<file path="src/rtl/fetch_queue.sv">
// fetch_queue: decode-side end of the instruction-fetch interface.
//   Buffers fetched {pc, instr} pairs in a small circular FIFO.
//   Presents the oldest entry to decode with a valid/ready handshake.
//   Produces the next fetch PC and the IFU hold signal.
//   On a redirect, discards every queued wrong-path entry and steers fetch to the target.
// Ports:
//   clk, reset              rising-edge clock; asynchronous active-high reset
//   if_pc, if_instr         current fetch PC and its instruction word from the IFU
//   if_stall, if_pc_next    IFU hold request and the PC the IFU loads next
//   redirect, redirect_pc   taken branch/jump and its target byte address
//   id_valid, id_ready      decode handshake for the head entry
//   id_instr, id_pc         head entry contents
//   count                   number of entries currently held (0..DEPTH)
module fetch_queue #(
  parameter int unsigned DEPTH = 4,
  parameter int unsigned PTR_W = 2
) (
  input  logic             clk,
  input  logic             reset,
  input  logic [31:0]      if_pc,
  input  logic [31:0]      if_instr,
  output logic             if_stall,
  output logic [31:0]      if_pc_next,
  input  logic             redirect,
  input  logic [31:0]      redirect_pc,
  output logic             id_valid,
  input  logic             id_ready,
  output logic [31:0]      id_instr,
  output logic [31:0]      id_pc,
  output logic [PTR_W:0]   count
);

  localparam logic [PTR_W:0] FullCount = (PTR_W + 1)'(DEPTH);

  logic [31:0]      pc_mem    [DEPTH];
  logic [31:0]      instr_mem [DEPTH];
  logic [PTR_W-1:0] rd_ptr;
  logic [PTR_W-1:0] wr_ptr;

  logic full;
  logic empty;
  logic pop;
  logic push;

  always_comb begin
    full     = (count == FullCount);
    empty    = (count == '0);
    // A redirect kills the head entry in the same cycle, so decode never sees it.
    id_valid = ~empty & ~redirect;
    pop      = id_valid & id_ready;
    // A full queue can still accept when the head leaves in the same cycle.
    push     = ~redirect & (~full | pop);
    if_stall = ~redirect & full & ~pop;
    if (redirect) begin
      if_pc_next = redirect_pc & 32'hFFFF_FFFC;
    end else if (if_stall) begin
      if_pc_next = if_pc;
    end else begin
      if_pc_next = if_pc + 32'd4;
    end
    id_pc    = pc_mem[rd_ptr];
    id_instr = instr_mem[rd_ptr];
  end

  always_ff @(posedge clk or posedge reset) begin
    if (reset) begin
      count  <= '0;
      rd_ptr <= '0;
      wr_ptr <= '0;
      for (int i = 0; i < DEPTH; i++) begin
        pc_mem[i]    <= '0;
        instr_mem[i] <= '0;
      end
    end else if (redirect) begin
      // Flush by catching the read pointer up to the write pointer.
      count  <= '0;
      rd_ptr <= wr_ptr;
    end else begin
      if (push) begin
        pc_mem[wr_ptr]    <= if_pc;
        instr_mem[wr_ptr] <= if_instr;
        wr_ptr            <= wr_ptr + PTR_W'(1);
      end
      if (pop) begin
        rd_ptr <= rd_ptr + PTR_W'(1);
      end
      if (push && !pop) begin
        count <= count + (PTR_W + 1)'(1);
      end else if (pop && !push) begin
        count <= count - (PTR_W + 1)'(1);
      end
    end
  end

endmodule

</file>
<file path="config.mk">
export PLATFORM = sky130hd
export DESIGN_NAME = fetch_queue
export DESIGN_NICKNAME = d
export VERILOG_FILES = /design/src/rtl/fetch_queue.sv
export SDC_FILE = /design/constraint.sdc
export NUM_CORES = 1
export LEC_CHECK = 0
export CAP_MARGIN = 20
export CORE_MARGIN = 5
export CORE_UTILIZATION = 41
export CTS_CLUSTER_SIZE = 12
export DETAILED_ROUTE_END_ITERATION = 16
export HOLD_SLACK_MARGIN = 0.12
export PLACE_DENSITY = 0.63
export SYNTH_ARGS = -nofsm -noshare
export SYNTH_HDL_FRONTEND = slang
export SYNTH_SLANG_ARGS = --single-unit
</file>
<file path="constraint.sdc">
create_clock -name clk -period 11.1 [get_ports clk]
set_clock_uncertainty 0.1 [all_clocks]
set_input_delay 1.665 -clock clk [delete_from_list [all_inputs] [get_ports clk]]
set_output_delay 1.665 -clock clk [all_outputs]
set_load 0.01 [all_outputs]
</file>
==> results summary, run 1 <==
The flow ran to the end, and the final reports show no timing, DRC or antenna violations. CTS saw 263 sinks. TritonCTS built the clock tree.

The total global-route track usage came out at 17.4%. For this design, the slowest cell found on the critical path is clkdlybuf4s50_1. The top cell type by area accounts for 52.5% of the synthesized area. The worst-case IR drop observed on VDD is 0.179 mV. The share of synthesized flip-flops with an asynchronous set or reset is 100%. The worst setup path is launched from an input pin. The total nets after synthesis is 969. The met1 track demand over resource came out at 25.1%.

The buffers inserted during post-CTS setup optimization is 0. The net count reported at finish came out at 1140. Relative to the synthesized area, the layout overhead comes to 25.8%. In this run, synthesis inferred 0 flip-flops with an integrated enable.

The number of antenna violations at the first check in global routing came out at 0. The global routing usage on met2 is 27.2%. The number of buffer cells added on primary ports is 198. The first-pass GRT wire length came out at 47.9 mm. In this design, the critical path's most frequently occurring cell is clkdlybuf4s50_1. The class of the most critical hold timing path is flip-flop to flip-flop. In this run the cell area of the synthesized design comes to 12500 µm². Once detailed placement completed, the half-perimeter wirelength came to 18.5 mm. The post-placement cell area is 14800 µm². The overflow left after global routing is 0. The area of the die is 34200 µm².

Setup violations remaining at the end of the flow were counted as 0. The most used flip-flop cell after synthesis is dfrtp_1. The global routing usage on met3 is 4.30%. The largest driver fanout on the critical path came out at 14. The cell at the root of the clock tree is clkbuf_16. The layer flagged by global routing as most heavily used is met2. The worst setup slack after layout is 4.61 ns. 201 I/O pins were placed. The number of max-slew violations in the final report is 0. Measured along the y axis, the die boundary spans 185 µm. The clock period could shrink to 6.49 ns. The highest attainable clock frequency is 0.154 GHz. The count of fill cells added during filler insertion is 2592.

The placement row count came out at 64. Setup repair after global routing left no endpoint under its margin. By count the netlist is led by dfrtp_1 (263), mux2_2 (256), mux4_2 (64). The number of global-route vias before repair came out at 8339.

The post-synthesis sequential area ratio came out at 52.5%. Of all cell types, the one taking the most synthesized area is dfrtp_1. The detailed-route via count is 7895. The fraction of final layout cells sized beyond drive strength 1 is 36.7%. The number of synthesis warnings came out at 0. The area of the core region is 30400 µm². The CTS H-tree depth is 1. The cell area after layout is 15800 µm². By area the synthesized netlist is led by dfrtp_1 (52%), mux2_2 (23%), mux4_2 (11%).

For the pin with the worst max-slew slack, the measured transition is 1.10 ns. Averaged over all synthesized cells, the footprint is 14.5 µm². The worst setup path is captured at a primary output. The cell count along the critical path came out at 7.

The pre-CTS setup slack came out at 4.61 ns. Synthesis handed over a netlist of 863 instances. The arrival time of the worst setup path is 4.72 ns.

The number of hold buffers added after cts is 0. The total DRC errors in the routed layout came out at 0. The critical path's top delay family is buffers and inverters. The total clock buffers created by CTS is 30. At the worst endpoint, the required time is 9.34 ns. The static power due to leakage came out at 6.19 nW.

The largest net degree at the start of global routing is 119. The critical path goes through clkdlybuf4s50_1 > ha_1 > nand2_1 > or4_4 > or4_1 > a31oi_1 > clkdlybuf4s50_1. The peak per-stage delay on the critical path is 0.73 ns.

The via density per instance is 5.43. The share of the cycle needed by the critical path after routing is 58.5%. The power density relative to cell area is 300 nW/µm².

For this run, the detailed router's first-pass iteration total came to 4. The worst slew margin relative to its limit came out at 26.8%. The number of unique standard cell types used by synthesis came out at 47. Dividing the detail-routed wire length by the instance count gives 20.5 µm. The buffering stage count on the worst path with inverters included came out at 2. The effective utilization at floorplan is 41.2%.

The routability-driven placement congestion ratio is 0.788. The cell depth of the worst flop-to-flop path is 5. The chip width is 185 µm. The clock-pin slew on the worst setup and hold paths came out at 0.05 ns.

The worst hold slack came out at 0.399 ns. Adding up every negative setup slack in the final design gives 0 ns. The total inserted antenna cells came out at 0. The max-capacitance violation count is 0. The largest buffer count on any clock path is 3. The later pin in the worst-skew pair is clocked with a latency of 0.54 ns.

The number of design-rule violations left by the first detailed-router iteration is 338. The final wirelength came out at 29.8 mm. Yosys instantiated no cell more often than dfrtp_1. The post-cts sizing count is 0. The remaining antenna violation count after routing is 0. The final hold violation count is 0. The post-synthesis sequential element count is 263. Along the worst hold path, the cell count comes to 1.

The critical path is of the input pin to primary output type.
## power breakdown
group          switching [W]  internal (W)
registers           0.000275       0.00145
clock network       0.000378      0.000577
logic               0.000758       0.00128
## metrics by stage
step	total power, W	utilization (%)	instances
after detailed placement	0.00383	48.6	1398
final	0.00473	51.8	1454
after CTS	0.00481	51.8	1454
after global placement	0.00378	48.6	1398
after floorplan	0.00297	-	863
after global routing	0.00504	51.8	1454
## worst paths after layout
path                          startpoint              to  slack (ns)
max in group asynchronous          reset       rd_ptr[0]        7.70
max                             if_pc[2]  if_pc_next[24]        4.61
max reg2reg                     count[0]   instr_mem[89]        8.26
min in group asynchronous          reset   instr_mem[72]        1.57
min reg2reg                instr_mem[63]   instr_mem[63]        0.40
min                        instr_mem[63]   instr_mem[63]        0.40
## state kept, by name, indices dropped and copies added (netlist names)
| name | count |
|---|---|
| count | 3 |
| wr_ptr | 2 |
| instr_mem | 128 |
| pc_mem | 128 |
| rd_ptr | 2 |
## worst register-to-register path, cell delays in order (launching register included)
cell	delay, ns
dfrtp_1	0.49
nor4b_4	0.13
nor2_1	0.41
and2_4	0.42
buf_4	0.72
mux2_2	0.45
## layer usage
layer  part of all wire [%]  vias to the layer above
li1                       -                     3581
met1                     46                     4074
met2                     45                      203
met3                    7.5                       37
met4                    1.5                        0
met5                      0                        -
## layout by cell type (no fill, tap or decap), types with 11 or more instances in the layout
| cell | netlist | final |
|---|---|---|
| a31oi_1 | 18 | 18 |
| clkbuf_16 | 0 | 31 |
| clkdlybuf4s50_1 | 0 | 198 |
| dfrtp_1 | 263 | 261 |
| inv_1 | 12 | 11 |
| mux2_2 | 256 | 256 |
| mux4_2 | 64 | 64 |
| nand2_1 | 25 | 25 |
| nor2_1 | 22 | 22 |
| o21ai_0 | 17 | 17 |
| o31ai_1 | 12 | 12 |
| or4_1 | 12 | 12 |
## final cells by class
class,count,area (µm²),share of cell area (%)
flip-flops and latches,263,6590,41.8
multi-input cells,521,5620,35.6
repair buffers,205,2030,12.9
clock buffers,51,951,6.03
well taps,396,495,3.14
inverters,13,56.3,0.357
clock inverters,5,27.5,0.175
## cells by family (layout without fill, tap and decap cells)
kind of cell             count (synthesis)  in the layout  share of synthesized area, %
XOR/XNOR                                13             13                         0.908
multiplexers                           320            320                          34.5
buffers and inverters                   79            274                          2.75
flip-flops                             263            263                          52.5
AO/OA/AOI/OAI                           64             64                          3.39
adder cells (fa/ha/maj)                  6              6                         0.659
AND/OR/NAND/NOR                        118            118                          5.30
(Power assumes the default switching activity.)
==> inputs of run 2 (changes only) <==
Clock period 11.1 ns to 6.2 ns, I/O delays scaled along.
==> run 2 against run 1 <==
Total power grew 78%; core utilization is 0.14 points lower; first-iteration DRC count down 12%; critical path type unchanged; critical endpoint is now if_pc_next[25]; largest power group unchanged.
==> results summary, run 2 (same netlist as run 1, synthesis figures left out) <==
The proportion of power drawn by the clock network came out at 19.7%. The peak per-stage delay on the critical path is 0.71 ns. STA classifies the critical path endpoint as a primary output. The critical path is of the input pin to primary output type. The floorplan step defined a die boundary enclosing 34200 µm².

The first-pass GRT wire length is 47.9 mm. Power spread over the standard cell area amounts to 535 nW/µm². The via density per instance is 5.42.

Once the clock tree was built, the resizer swapped 0 gates to a different size. The total global-route track usage came out at 17.4%. The number of global-route vias before repair came out at 8474. The worst supply voltage drop on vdd is 0.267 mV. The power share of the sequential group is 37.4%. The number of buffer cells added on primary ports came out at 198. The wire length per cell is 20.5 µm. The effective utilization at floorplan is 41.2%. The static power due to leakage is 6.16 nW. The internal portion of total power came out at 0.00589 W. The largest registers in the layout are instr_mem (128), pc_mem (128), count (3). The final hold violation count is 0. The largest driver fanout on the critical path is 10. For the worst-skew pair, the clock arrives at the later sink with an insertion delay of 0.53 ns. The length of the first detailed-routing pass in iterations is 4. The half-perimeter wire length of the detailed placement result is 18.4 mm. STA classifies the critical path startpoint as an input pin. In this run the cell area measured after placement is 14800 µm². The switching power as a share of total power came out at 30.0%. The overflow left after global routing is 0. The final wirelength came out at 29.8 mm. The power consumption is 0.00842 W. The signal on the critical path passes through clkdlybuf4s50_1 > nand3_2 > or4_1 > or4_1 > a31oi_1 > clkdlybuf4s50_1. The number of standard cells in the layout, taps in and fillers out came out at 1450. CTS built an H-tree with a depth of 1. The die height came out at 185 µm. The class of the most critical hold timing path is flip-flop to flip-flop. The worst hold slack is 0.399 ns. Setup repair after global routing left no endpoint under its margin.

The relative contribution of combinational cells to total power is 42.9%. The buffers inserted during post-CTS setup optimization is 0. The chip width came out at 185 µm.

The cell sitting at the root of the clock tree is a clkbuf_16. TritonCTS built the clock tree. The worst slew margin relative to its limit is 24.6%. The detailed-route via count is 7864. The number of hold buffers added after cts is 0. The clock-pin slew on the worst setup and hold paths came out at 0.05 ns.

The remaining antenna violation count after routing came out at 0. The number of clock sinks is 263. The largest buffer count on any clock path came out at 3. In this run the power spent charging and discharging nets is 0.00253 W. Entering global routing, the biggest net connects 154 pins.

After layout, the worst path uses 79.6% of the clock period. The library cell used most frequently in the layout, excluding fill and tap cells, is dfrtp_1. The highest attainable clock frequency came out at 0.203 GHz. The total DRC errors in the routed layout came out at 0. The total clock buffers created by CTS is 29. The area growth from synthesis to final layout is 25.5%. STA puts the critical path data arrival time at 3.91 ns.

The total inserted antenna cells came out at 0. The max-capacitance violation count is 0. The area of the core region is 30400 µm². The final-report setup violation count is 0. The number of max-slew violations in the final report is 0.

The routability-driven placement congestion ratio came out at 0.765. In the layout the commonest cells are dfrtp_1 (261), mux2_2 (256), clkdlybuf4s50_1 (198), mux4_2 (64), clkbuf_16 (29). The run finished with clean final reports. The placed cell count came out at 1401. For the worst setup path, the data required time is 5.17 ns.

The total negative setup slack came out at 0 ns. The slowest stage of the critical path is the or4_1 cell. The number of ports placed on the die boundary is 201.

The number of design-rule violations left by the first detailed-router iteration is 296. The cell area after layout came out at 15700 µm². The initialized floorplan defines 64 standard-cell rows. The post-layout minimum cycle time came out at 4.94 ns. After the last flow step, the layout net total stands at 1142. Cells with a size suffix above 1 make up 36.3% of the layout. The transition time at the pin with the least slew margin came out at 1.13 ns.

The number of antenna violations at the first check in global routing came to 0.
==> run 2: final timing paths <==
kind                          startpoint  slack [ns]  depth (start not counted)        endpoint
max                             if_pc[4]        1.26                          6  if_pc_next[25]
min                        instr_mem[75]        0.40                          1   instr_mem[75]
max reg2reg                     count[0]        3.27                          5      pc_mem[90]
min reg2reg                instr_mem[75]        0.40                          1   instr_mem[75]
max in group asynchronous          reset        3.79                          3       rd_ptr[1]
min in group asynchronous          reset        0.82                          2  instr_mem[124]
==> run 2: final cells by class <==
type / count / area, µm²
clock inverter: 5 / 81.3
sequential: 263 / 6590
inverter: 13 / 52.6
multi-input combinational: 521 / 5620
clock buffer: 44 / 822
fill: 2625 / 14700
tap: 396 / 495
timing repair buffer: 208 / 2070
==> run 2: worst max-delay path: cells and delay by family <==
kind,cells,cell delay [ns]
AO/OA/AOI/OAI,1,0.19
buffers and inverters,2,1.26
AND/OR/NAND/NOR,3,1.51
==> run 2: layer usage <==
layer / track usage (%) / part of all wire, %
met5: 0 / 0
met4: 3.38 / 1.7
met3: 4.83 / 7.9
met2: 27.4 / 45
met1: 24.5 / 45
==> run 2: stage by stage <==
step           util, %  worst slack [ns]
2_1_floorplan        -              1.70
3_3_place_gp      48.7              1.28
3_5_place_dp      48.7              1.26
4_1_cts           51.7              1.25
5_1_grt           51.7              1.08
6_report          51.7              1.26
==> run 2: power by group through the flow <==
stage	registers [W]	logic [W]	clock network, W
after detailed placement	0.00319	0.00366	0
after floorplan	0.00291	0.00240	0
after global placement	0.00315	0.00361	0
after CTS	0.00317	0.00367	0.00171
final	0.00315	0.00361	0.00166
after global routing	0.00329	0.00389	0.00178
==> patch (settings of run 2) <==
Change the parameter `DEPTH` from 4 to 8.
--- a/src/rtl/fetch_queue.sv
+++ b/src/rtl/fetch_queue.sv
@@ -13,5 +13,5 @@
 //   count                   number of entries currently held (0..DEPTH)
 module fetch_queue #(
-  parameter int unsigned DEPTH = 4,
+  parameter int unsigned DEPTH = 8,
   parameter int unsigned PTR_W = 2
 ) (
Formal check against the unedited RTL: not equivalent (Yosys sat finds a counterexample within 4 cycles, from zero or initial values and one cycle with reset high).
==> patch against run 2 <==
Worst setup slack lost 71 ps; sequential cell count unchanged; routed wire length down 0.61%; area after synthesis about the same; design area up 0.32%; synthesized cell count increased by 0.12%; via count increased by 0.10%; critical endpoint is now if_pc_next[27]; highest routed layer unchanged.
Power is not compared: it rests on default switching activity, and its combinational part moved more than twofold at a synthesized area within 25%.
==> patch: results (changes against run 2) <==
outcome completed (unchanged); post-DR wirelength/cell 20.4 um (was 20.5 um); vias per cell 5.43 (was 5.42); post-synthesis mux area share 34.5% (about the same); CP Max Fanout 30 (was 10); Largest stage delay, worst path 710 ps (about the same); Hold Crit Start pc_mem[168] (was instr_mem[75]); diodes inserted 0 (unchanged); Seq/Total Area, Yosys 52.5% (about the same); Hold EP pc_mem[168] (was instr_mem[75]); leakage power 6.93 nW; RR Startpoint count[0] (unchanged); syn_nets 970 (was 969); post-synthesis cell type count 46 (was 47); post-synthesis compound-gate area fraction 2.70% (was 3.39%); crit-path leading delay family simple AND/OR/NAND/NOR gates (unchanged); Max transition margin 32.2% (was 24.6%); Initial DRC Count 282 (was 296); GP Congestion 0.748 (was 0.765); port bufs 198 (unchanged); top post-synthesis cells by area dfrtp_1 52%, mux2_2 23%, mux4_2 11% (unchanged); worst reg2reg setup slack 3240 ps (was 3270 ps); ys async rst share 100% (unchanged); setup tns final 0 ps (unchanged); initial antenna violation count 0 (unchanged); DP Wirelength 18600 um (was 18400 um); Num CTS Buffers 29 (unchanged); layout cells sized above 1 37.3% (was 36.3%); first-pass GRT wire length 47700 um (was 47900 um); Synth Area in XOR/XNOR 1.05% (was 0.908%); yosys warns 0 (unchanged); FF-to-FF End pc_mem[178] (was pc_mem[90]); number of global-route vias before repair 8330 (was 8474); Post-DP Area 14800 um2 (about the same); post-CTS setup buffer count 0 (unchanged); HP Class reg2reg (unchanged); hold depth 1 (unchanged); Post-CTS Resized 0 (unchanged); number of nets in the final layout 1140 (was 1142); top post-synthesis cells by count 263 x dfrtp_1, 256 x mux2_2, 64 x mux4_2 (unchanged); CP startpoint if_pc[5] (was if_pc[4]); root buf cell clkbuf_16 (unchanged); gr usage total 17.4% (about the same); Worst Path Arrival 3980 ps (was 3910 ps); adder-cell share of the synthesized area 0.658% (was 0.659%); FF-to-FF path depth 4 (was 5); largest net degree at the start of global routing 125 (was 154); highest-delay cell along the critical path or4_4 (was or4_1)
==> patch: changes by cell type after synthesis, sizes merged, moves of 3 or more <==
cell            run 2  this run
and2                7         1
a2111oi             4         0
a31oi              18        14
nor4                5         8
clkbuf             26        40
buf                40        31
nand2              25        30
==> patch: layout make-up <==
cell class,count,area (um2)
clock buffer,44,852
timing repair buffer,210,2090
fill,2673,14600
sequential,263,6590
inverter,11,45.0
tap,396,495
clock inverter,8,92.6
multi-input combinational,519,5610
==> patch: logic make-up after synthesis <==
logic type	count (synthesis)
adders and majority gates	6
buffers and inverters	82
muxes	321
and+or+nand+nor	124
DFF	263
xor gates and xnor gates	15
AOI/OAI and AO/OA	53
==> patch: worst max path at each step <==
| stage | end | slack (ps) | cells after the start |
|---|---|---|---|
| finish | if_pc_next[27] | 1190 | 6 |
| global route | if_pc_next[28] | 1080 | 6 |
| CTS | if_pc_next[27] | 1190 | 6 |
| detailed placement | if_pc_next[27] | 1190 | 6 |
| global placement | if_pc_next[27] | 1190 | 6 |
| floorplan | count[0] | 1700 | 1 |
==> patch: metal layers <==
layer  GRT usage [%]  vias to the layer above  share of wire (%)
li1                -                     3562                  -
met1            24.1                     4125                 44
met2            29.4                      145                 50
met3            2.40                       40                3.7
met4            4.08                        0                2.3
met5               0                        -                  0
==> patch: metrics by stage <==
step	std cells	power, mW	setup slack (ps)	hold slack, ps
2_1_floorplan	864	2.99	1700	375
3_3_place_gp	1399	3.56	1190	384
3_5_place_dp	1399	3.58	1190	390
4_1_cts	1451	5.30	1190	402
5_1_grt	1451	5.48	1080	413
6_report	1451	5.20	1190	399
==> patch: where the power goes <==
group | internal [mW] | switching, mW | total, mW
clock network | 1.02 | 0.662 | 1.68
logic | 0.800 | 0.469 | 1.27
registers | 2.01 | 0.236 | 2.25
total | 3.84 | 1.37 | 5.20
